==> src/rtl/dmac_read_initiator_if.sv <==
// Bundles the request, AXI4 AR/R and internal data/error signals of the DMA read initiator.
// "master" is the initiator's view; "slave" is the view of whatever surrounds it.
interface dmac_read_initiator_if #(
  parameter int ADDR_WD = 32,
  parameter int DATA_WD = 32
);
  logic               rd_req_valid;
  logic               rd_req_ready;
  logic [ADDR_WD-1:0] rd_req_addr;
  logic [1:0]         rd_req_burst;
  logic [7:0]         rd_req_len;
  logic [2:0]         rd_req_size;
  logic               rd_req_last;

  logic               m_axi_arvalid;
  logic               m_axi_arready;
  logic [ADDR_WD-1:0] m_axi_araddr;
  logic [7:0]         m_axi_arlen;
  logic [2:0]         m_axi_arsize;
  logic [1:0]         m_axi_arburst;

  logic               m_axi_rvalid;
  logic               m_axi_rready;
  logic [DATA_WD-1:0] m_axi_rdata;
  logic [1:0]         m_axi_rresp;
  logic               m_axi_rlast;

  logic               data_out_valid;
  logic               data_out_ready;
  logic [DATA_WD-1:0] data_out;
  logic               data_out_last;

  logic               err_valid;
  logic [1:0]         err_resp;
  logic               err_rlast;
  logic               busy;

  modport master (
    input  rd_req_valid, rd_req_addr, rd_req_burst, rd_req_len, rd_req_size, rd_req_last,
    output rd_req_ready,
    output m_axi_arvalid, m_axi_araddr, m_axi_arlen, m_axi_arsize, m_axi_arburst,
    input  m_axi_arready,
    input  m_axi_rvalid, m_axi_rdata, m_axi_rresp, m_axi_rlast,
    output m_axi_rready,
    output data_out_valid, data_out, data_out_last,
    input  data_out_ready,
    output err_valid, err_resp, err_rlast, busy
  );

  modport slave (
    output rd_req_valid, rd_req_addr, rd_req_burst, rd_req_len, rd_req_size, rd_req_last,
    input  rd_req_ready,
    input  m_axi_arvalid, m_axi_araddr, m_axi_arlen, m_axi_arsize, m_axi_arburst,
    output m_axi_arready,
    output m_axi_rvalid, m_axi_rdata, m_axi_rresp, m_axi_rlast,
    input  m_axi_rready,
    input  data_out_valid, data_out, data_out_last,
    output data_out_ready,
    input  err_valid, err_resp, err_rlast, busy
  );
endinterface

==> src/rtl/dmac_read_initiator.sv <==
// AXI4 read-side master of the DMA controller: issues AR bursts, tracks them in order
// and forwards R beats to the internal stream, flagging response and rlast errors.
module dmac_read_initiator #(
  parameter int ADDR_WD         = 32,
  parameter int DATA_WD         = 32,
  parameter int MAX_BURST_LEN   = 16,
  parameter int MAX_OUTSTANDING = 4
) (
  input  logic                 clk,
  input  logic                 rst,
  dmac_read_initiator_if.master bus
);
  localparam int PTR_W = $clog2(MAX_OUTSTANDING);
  localparam int CNT_W = PTR_W + 1;
  localparam logic [CNT_W-1:0] CNT_MAX = CNT_W'(MAX_OUTSTANDING);

  logic               arvalid_q;
  logic [ADDR_WD-1:0] araddr_q;
  logic [7:0]         arlen_q;
  logic [2:0]         arsize_q;
  logic [1:0]         arburst_q;

  logic [CNT_W-1:0]   cnt_out_q, cnt_out_d;
  logic [PTR_W-1:0]   wr_ptr_q, rd_ptr_q;
  logic [7:0]         fifo_len_q  [MAX_OUTSTANDING];
  logic               fifo_last_q [MAX_OUTSTANDING];
  logic [7:0]         beat_cnt_q, beat_cnt_d;

  logic               err_valid_q, err_valid_d;
  logic [1:0]         err_resp_q, err_resp_d;
  logic               err_rlast_q, err_rlast_d;

  logic               fifo_nonempty;
  logic [7:0]         head_len;
  logic               head_last;
  logic               final_beat;
  logic               req_ready;
  logic               req_hs;
  logic               r_ready;
  logic               r_hs;
  logic               burst_done;

  // The tracking FIFO holds exactly the outstanding bursts, so its occupancy is cnt_out.
  assign fifo_nonempty = (cnt_out_q != '0);
  assign head_len      = fifo_len_q[rd_ptr_q];
  assign head_last     = fifo_last_q[rd_ptr_q];
  assign final_beat    = (beat_cnt_q == head_len);

  assign req_ready  = !rst && (!arvalid_q || bus.m_axi_arready) && (cnt_out_q < CNT_MAX);
  assign req_hs     = bus.rd_req_valid && req_ready;
  assign r_ready    = !rst && bus.data_out_ready && fifo_nonempty;
  assign r_hs       = bus.m_axi_rvalid && r_ready;
  assign burst_done = r_hs && final_beat;

  always_comb begin
    cnt_out_d = cnt_out_q;
    if (req_hs && !burst_done) begin
      cnt_out_d = cnt_out_q + CNT_W'(1);
    end else if (!req_hs && burst_done) begin
      cnt_out_d = cnt_out_q - CNT_W'(1);
    end

    beat_cnt_d = beat_cnt_q;
    if (r_hs) begin
      beat_cnt_d = final_beat ? 8'd0 : beat_cnt_q + 8'd1;
    end

    // Termination follows the beat count; rlast is only cross-checked.
    err_resp_d  = r_hs ? bus.m_axi_rresp : 2'b00;
    err_rlast_d = r_hs && (bus.m_axi_rlast != final_beat);
    err_valid_d = (err_resp_d != 2'b00) || err_rlast_d;
  end

  always_ff @(posedge clk) begin
    if (rst) begin
      arvalid_q   <= 1'b0;
      araddr_q    <= '0;
      arlen_q     <= '0;
      arsize_q    <= '0;
      arburst_q   <= '0;
      cnt_out_q   <= '0;
      wr_ptr_q    <= '0;
      rd_ptr_q    <= '0;
      beat_cnt_q  <= '0;
      err_valid_q <= 1'b0;
      err_resp_q  <= 2'b00;
      err_rlast_q <= 1'b0;
    end else begin
      if (req_hs) begin
        arvalid_q             <= 1'b1;
        araddr_q              <= bus.rd_req_addr;
        arlen_q               <= bus.rd_req_len;
        arsize_q              <= bus.rd_req_size;
        arburst_q             <= bus.rd_req_burst;
        fifo_len_q[wr_ptr_q]  <= bus.rd_req_len;
        fifo_last_q[wr_ptr_q] <= bus.rd_req_last;
        wr_ptr_q              <= wr_ptr_q + PTR_W'(1);
      end else if (bus.m_axi_arready) begin
        arvalid_q <= 1'b0;
      end

      if (burst_done) begin
        rd_ptr_q <= rd_ptr_q + PTR_W'(1);
      end

      cnt_out_q   <= cnt_out_d;
      beat_cnt_q  <= beat_cnt_d;
      err_valid_q <= err_valid_d;
      err_resp_q  <= err_resp_d;
      err_rlast_q <= err_rlast_d;
    end
  end

  assign bus.rd_req_ready   = req_ready;
  assign bus.m_axi_arvalid  = arvalid_q;
  assign bus.m_axi_araddr   = araddr_q;
  assign bus.m_axi_arlen    = arlen_q;
  assign bus.m_axi_arsize   = arsize_q;
  assign bus.m_axi_arburst  = arburst_q;
  assign bus.m_axi_rready   = r_ready;
  assign bus.data_out_valid = !rst && bus.m_axi_rvalid && fifo_nonempty;
  assign bus.data_out       = bus.m_axi_rdata;
  assign bus.data_out_last  = !rst && fifo_nonempty && final_beat && head_last;
  assign bus.err_valid      = err_valid_q;
  assign bus.err_resp       = err_resp_q;
  assign bus.err_rlast      = err_rlast_q;
  assign bus.busy           = fifo_nonempty;

  // Request generator never exceeds the configured burst length.
  a_len_in_range : assert property (@(posedge clk) disable iff (rst)
    req_hs |-> (bus.rd_req_len < 8'(MAX_BURST_LEN)));
endmodule

==> src/flat_wrapper.sv <==
// flat-port wrapper written by rule: the top's interface ports become plain ports
module dmac_read_initiator_flat 
#(
  parameter int ADDR_WD         = 32,
  parameter int DATA_WD         = 32,
  parameter int MAX_BURST_LEN   = 16,
  parameter int MAX_OUTSTANDING = 4
)
  (clk, rst, bus_rd_req_valid, bus_rd_req_addr, bus_rd_req_burst, bus_rd_req_len, bus_rd_req_size, bus_rd_req_last, bus_rd_req_ready, bus_m_axi_arvalid, bus_m_axi_araddr, bus_m_axi_arlen, bus_m_axi_arsize, bus_m_axi_arburst, bus_m_axi_arready, bus_m_axi_rvalid, bus_m_axi_rdata, bus_m_axi_rresp, bus_m_axi_rlast, bus_m_axi_rready, bus_data_out_valid, bus_data_out, bus_data_out_last, bus_data_out_ready, bus_err_valid, bus_err_resp, bus_err_rlast, bus_busy);
  dmac_read_initiator_if #(.ADDR_WD(ADDR_WD), .DATA_WD(DATA_WD)) bus_i ();
  input  logic clk;
  input  logic rst;
  input wire logic [$bits(bus_i.rd_req_valid)-1:0] bus_rd_req_valid;
  input wire logic [$bits(bus_i.rd_req_addr)-1:0] bus_rd_req_addr;
  input wire logic [$bits(bus_i.rd_req_burst)-1:0] bus_rd_req_burst;
  input wire logic [$bits(bus_i.rd_req_len)-1:0] bus_rd_req_len;
  input wire logic [$bits(bus_i.rd_req_size)-1:0] bus_rd_req_size;
  input wire logic [$bits(bus_i.rd_req_last)-1:0] bus_rd_req_last;
  output wire logic [$bits(bus_i.rd_req_ready)-1:0] bus_rd_req_ready;
  output wire logic [$bits(bus_i.m_axi_arvalid)-1:0] bus_m_axi_arvalid;
  output wire logic [$bits(bus_i.m_axi_araddr)-1:0] bus_m_axi_araddr;
  output wire logic [$bits(bus_i.m_axi_arlen)-1:0] bus_m_axi_arlen;
  output wire logic [$bits(bus_i.m_axi_arsize)-1:0] bus_m_axi_arsize;
  output wire logic [$bits(bus_i.m_axi_arburst)-1:0] bus_m_axi_arburst;
  input wire logic [$bits(bus_i.m_axi_arready)-1:0] bus_m_axi_arready;
  input wire logic [$bits(bus_i.m_axi_rvalid)-1:0] bus_m_axi_rvalid;
  input wire logic [$bits(bus_i.m_axi_rdata)-1:0] bus_m_axi_rdata;
  input wire logic [$bits(bus_i.m_axi_rresp)-1:0] bus_m_axi_rresp;
  input wire logic [$bits(bus_i.m_axi_rlast)-1:0] bus_m_axi_rlast;
  output wire logic [$bits(bus_i.m_axi_rready)-1:0] bus_m_axi_rready;
  output wire logic [$bits(bus_i.data_out_valid)-1:0] bus_data_out_valid;
  output wire logic [$bits(bus_i.data_out)-1:0] bus_data_out;
  output wire logic [$bits(bus_i.data_out_last)-1:0] bus_data_out_last;
  input wire logic [$bits(bus_i.data_out_ready)-1:0] bus_data_out_ready;
  output wire logic [$bits(bus_i.err_valid)-1:0] bus_err_valid;
  output wire logic [$bits(bus_i.err_resp)-1:0] bus_err_resp;
  output wire logic [$bits(bus_i.err_rlast)-1:0] bus_err_rlast;
  output wire logic [$bits(bus_i.busy)-1:0] bus_busy;
  assign bus_i.rd_req_valid = bus_rd_req_valid;
  assign bus_i.rd_req_addr = bus_rd_req_addr;
  assign bus_i.rd_req_burst = bus_rd_req_burst;
  assign bus_i.rd_req_len = bus_rd_req_len;
  assign bus_i.rd_req_size = bus_rd_req_size;
  assign bus_i.rd_req_last = bus_rd_req_last;
  assign bus_rd_req_ready = bus_i.rd_req_ready;
  assign bus_m_axi_arvalid = bus_i.m_axi_arvalid;
  assign bus_m_axi_araddr = bus_i.m_axi_araddr;
  assign bus_m_axi_arlen = bus_i.m_axi_arlen;
  assign bus_m_axi_arsize = bus_i.m_axi_arsize;
  assign bus_m_axi_arburst = bus_i.m_axi_arburst;
  assign bus_i.m_axi_arready = bus_m_axi_arready;
  assign bus_i.m_axi_rvalid = bus_m_axi_rvalid;
  assign bus_i.m_axi_rdata = bus_m_axi_rdata;
  assign bus_i.m_axi_rresp = bus_m_axi_rresp;
  assign bus_i.m_axi_rlast = bus_m_axi_rlast;
  assign bus_m_axi_rready = bus_i.m_axi_rready;
  assign bus_data_out_valid = bus_i.data_out_valid;
  assign bus_data_out = bus_i.data_out;
  assign bus_data_out_last = bus_i.data_out_last;
  assign bus_i.data_out_ready = bus_data_out_ready;
  assign bus_err_valid = bus_i.err_valid;
  assign bus_err_resp = bus_i.err_resp;
  assign bus_err_rlast = bus_i.err_rlast;
  assign bus_busy = bus_i.busy;
  dmac_read_initiator #(.ADDR_WD(ADDR_WD), .DATA_WD(DATA_WD), .MAX_BURST_LEN(MAX_BURST_LEN), .MAX_OUTSTANDING(MAX_OUTSTANDING)) u_core (.clk(clk), .rst(rst), .bus(bus_i));
endmodule
==> config.mk <==
export PLATFORM = sky130hd
export DESIGN_NAME = dmac_read_initiator_flat
export DESIGN_NICKNAME = d
export VERILOG_FILES = /design/src/rtl/dmac_read_initiator_if.sv /design/src/rtl/dmac_read_initiator.sv /design/src/flat_wrapper.sv
export SDC_FILE = /design/constraint.sdc
export NUM_CORES = 1
export LEC_CHECK = 0
export CAP_MARGIN = 20
export CORE_MARGIN = 3
export CORE_UTILIZATION = 30
export CTS_CLUSTER_DIAMETER = 120
export DETAILED_ROUTE_END_ITERATION = 12
export MAX_ROUTING_LAYER = met4
export SETUP_SLACK_MARGIN = 0.4
export SYNTH_ARGS = -nofsm -noshare
export SYNTH_HDL_FRONTEND = slang
export SYNTH_SLANG_ARGS = --single-unit
==> constraint.sdc <==
create_clock -name clk -period 3.5 [get_ports clk]
set_clock_uncertainty 0.2 [all_clocks]
set_input_delay 1.05 -clock clk [delete_from_list [all_inputs] [get_ports clk]]
set_output_delay 1.05 -clock clk [all_outputs]
set_load 0.01 [all_outputs]
==> results.toml <==
[status]
status = "completed"

[global_routing]
antenna_found_initial = 0
grt_pass1_wl_um = 15100
first_global_vias = 3087
grt_overflow = 0
grt_max_degree = 50
grtUsageTotal_pct = 13.3

[synth]
yosys_most_used_dff = "dfxtp_1"
ys_types = 31
synthTopCellsByCount = "nand2_1, dfxtp_1, nand3_1, edfxtp_1, buf_4"
synth_area_leader_cell = "dfxtp_1"
syn_avg_cell_area_um2 = 10.5
synthDominantCellAreaShare_pct = 32.5
async_reset_ff_share_pct = 0
yosysSeqAreaShare_pct = 58.7
synth_cells = 393
ys_ff_latch = 103
synth_area_leaders = "dfxtp_1, edfxtp_1, nand2_1"
synth.most_common_cell = "nand2_1"
synth-edff-count = 36
syn-num-nets = 487
netlist_area_um2 = 4130
yosys_warnings = 0

[cts]
cts.sinks = 103
cts-buffers-inserted = 9
htreeDepth = 3
clk_path_buf_depth = 2
clkTransAtPathRegs_ns = 0.07
cts_tree = "yes"
ctsHoldBuffers = 0
root_buffer = "clkbuf_16"
insertion_delay_ns = 0.34

[min_path]
whs_path_depth = 2
hp-start = "u_core.bus.m_axi_araddr[18]$_SDFFE_PP0P_"
holdPathEnd = "u_core.bus.m_axi_araddr[18]$_SDFFE_PP0P_"
hp-class = "register to register"

[sta]
period_needed_ns = 3.41
fin_crit_sh_pct = 97.3
fmax_ghz = 0.294
hold_viol = 0
relSlewSlack_pct = 58.8
setup_viol = 0
final.setup.tns_ns = 0
worst-slew-pin-transition_ns = 0.615
drv_slew = 0
rsz0062_at_grt = "yes"

[die]
core_area_um2 = 13300
rows = 42
die_h_um = 123
dieArea_um2 = 15200
initial_core_util_pct = 30.9
die_w_um = 123
io_pins = 174

[drt]
postRouteWirelength_um = 9410
via_per_inst = 4.55
first_iter_violations = 227
via_count = 3018
drtPass1Iterations = 4
ant_nets = 0
wl_per_cell_um = 14.2
drc_errors = 0

[pwr]
leakage_nw = 2.25
p_seq_share_pct = 48.3
pwr-share-comb_pct = 13.3
pwr-share-clk_pct = 38.4
p_int_mw = 2.14
power.density_nw_per_um2 = 488
swShare_pct = 23.2
ir_drop_v = 0.000223
power_switching_mw = 0.644

[worst_setup_path]
worstPathArrival_ns = 2.16
slowest_stage = "mux4_2"
critPathLaunchType = "register"
crit_chain = "buf_12 -> buf_8 -> mux4_2 -> xnor2_2 -> nand4_2 -> nor2_2 -> and3_1 -> buf_6"
crit_buf_inv = 3
crit_type = "register to primary output"
r2r_setup_slack_ns = 0.52
required_ns = 2.25
cp_top_family = "multiplexers"
r2r-end = "u_core.cnt_out_q[2]$_SDFFE_PP0P_"
endpoint_kind = "primary output"
reg2reg_depth = 14
max_stage_delay_ns = 0.52
worstPathMaxFanout = 6

[final_layout]
n_fill_cell = 1288
areaGrowthSynthToFinish_pct = 38.0
drive_gt1_share_pct = 12.7
stdcell_count = 663
fin_nets = 576
final_area_um2 = 5700
diodes = 0

[placed_design]
place_inst = 642
dpl-instance-area_um2 = 5300
place_congestion = 0.712
dp_hpwl_um = 6420
io_buffers = 109

[flow_run]
max_cap_violations = 0
[sequential cells by signal, indices dropped and copies added (netlist names), named ones only]
| name | flops |
|---|---|
| u_core.beat_cnt_q | 8 |
| u_core.bus.err_resp | 2 |
| u_core.bus.err_rlast | 1 |
| u_core.bus.err_valid | 1 |
| u_core.bus.m_axi_araddr | 32 |
| u_core.bus.m_axi_arburst | 2 |
| u_core.bus.m_axi_arlen | 8 |
| u_core.bus.m_axi_arsize | 3 |
| u_core.bus.m_axi_arvalid | 1 |
| u_core.cnt_out_q | 3 |
| u_core.fifo_last_q | 4 |
| u_core.fifo_len_q | 32 |
| u_core.rd_ptr_q | 2 |
| u_core.wr_ptr_q | 2 |
[per-layer routing]
| metal | global-route usage [%] | wire (um) |
|---|---|---|
| met1 | 16.1 | 4150 |
| met4 | 4.50 | 177 |
| met5 | - | 0 |
| met3 | 4.94 | 595 |
| met2 | 20.5 | 4490 |
[cells in the final DEF (no fill, tap or decap), types with 4 or more instances in the layout]
cell             count
clkdlybuf4s50_1    101
nand2_1             97
dfxtp_1             66
nand3_1             50
edfxtp_1            36
buf_4               14
nor2_1              10
mux4_2               9
xnor2_1              9
clkbuf_16            9
and3_1               7
inv_1                6
a21oi_1              6
xor2_1               6
ha_1                 5
and2_1               4
dlygate4sd2_1        4
[worst max path at each step]
stage,end,start,slack (ns),cells after the start
6_report,bus_data_out_last,register,0.09,8
5_1_grt,bus_data_out_last,register,-0.05,8
4_1_cts,bus_data_out_last,register,0.05,8
2_1_floorplan,u_core.cnt_out_q[2]$_SDFFE_PP0P_,bus_m_axi_arready,0.39,11
3_3_place_gp,bus_data_out_last,rst,-0.12,4
3_5_place_dp,bus_data_out_last,rst,-0.21,4
[power groups by stage]
stage | registers, mW | logic (mW) | clock network (mW)
2_1_floorplan | 1.39 | 0.165 | 0
3_3_place_gp | 1.36 | 0.362 | 0
3_5_place_dp | 1.37 | 0.370 | 0
4_1_cts | 1.34 | 0.375 | 1.11
5_1_grt | 1.35 | 0.407 | 1.15
6_report | 1.34 | 0.371 | 1.07
[worst min-delay path, cell delays in order (launching register included)]
cell	delay [ns]
dfxtp_1	0.31
nand3_1	0.06
nand2_1	0.04
[logic make-up (layout without fill, tap and decap cells)]
family,after synthesis,after routing,synth area share (%)
AOI/OAI and AO/OA,16,16,2.39
xor gates and xnor gates,17,17,3.61
adders and majority gates,7,7,2.30
buffers and inverters,56,150,8.09
DFF,103,103,58.7
muxes,10,10,5.15
and+or+nand+nor,184,184,19.8
[stage by stage]
stage | setup slack [ns] | util (%) | hold slack, ns | total power [mW]
2_1_floorplan | 0.393 | - | 0.253 | 1.55
3_3_place_gp | -0.119 | 39.7 | 0.240 | 1.73
4_1_cts | 0.0497 | 42.5 | 0.257 | 2.82
5_1_grt | -0.0536 | 42.7 | 0.272 | 2.91
3_5_place_dp | -0.215 | 39.7 | 0.247 | 1.74
6_report | 0.0929 | 42.7 | 0.252 | 2.78
[final cells by class]
cell class	count	area, um2	area share, %
clock buffers	9	225	3.95
clock inverters	7	97.6	1.71
repair buffers	127	1260	22.2
inverters	7	26.3	0.461
flip-flops and latches	103	2420	42.5
well taps	176	220	3.87
multi-input cells	234	1440	25.3
[what timing repair did]
action,in CTS,in global routing
setup endpoints to repair,5,5
resized for setup,27,5
pin swaps,8,0
setup buffers,5,0
No activity file was read; power rests on OpenSTA's default activity.
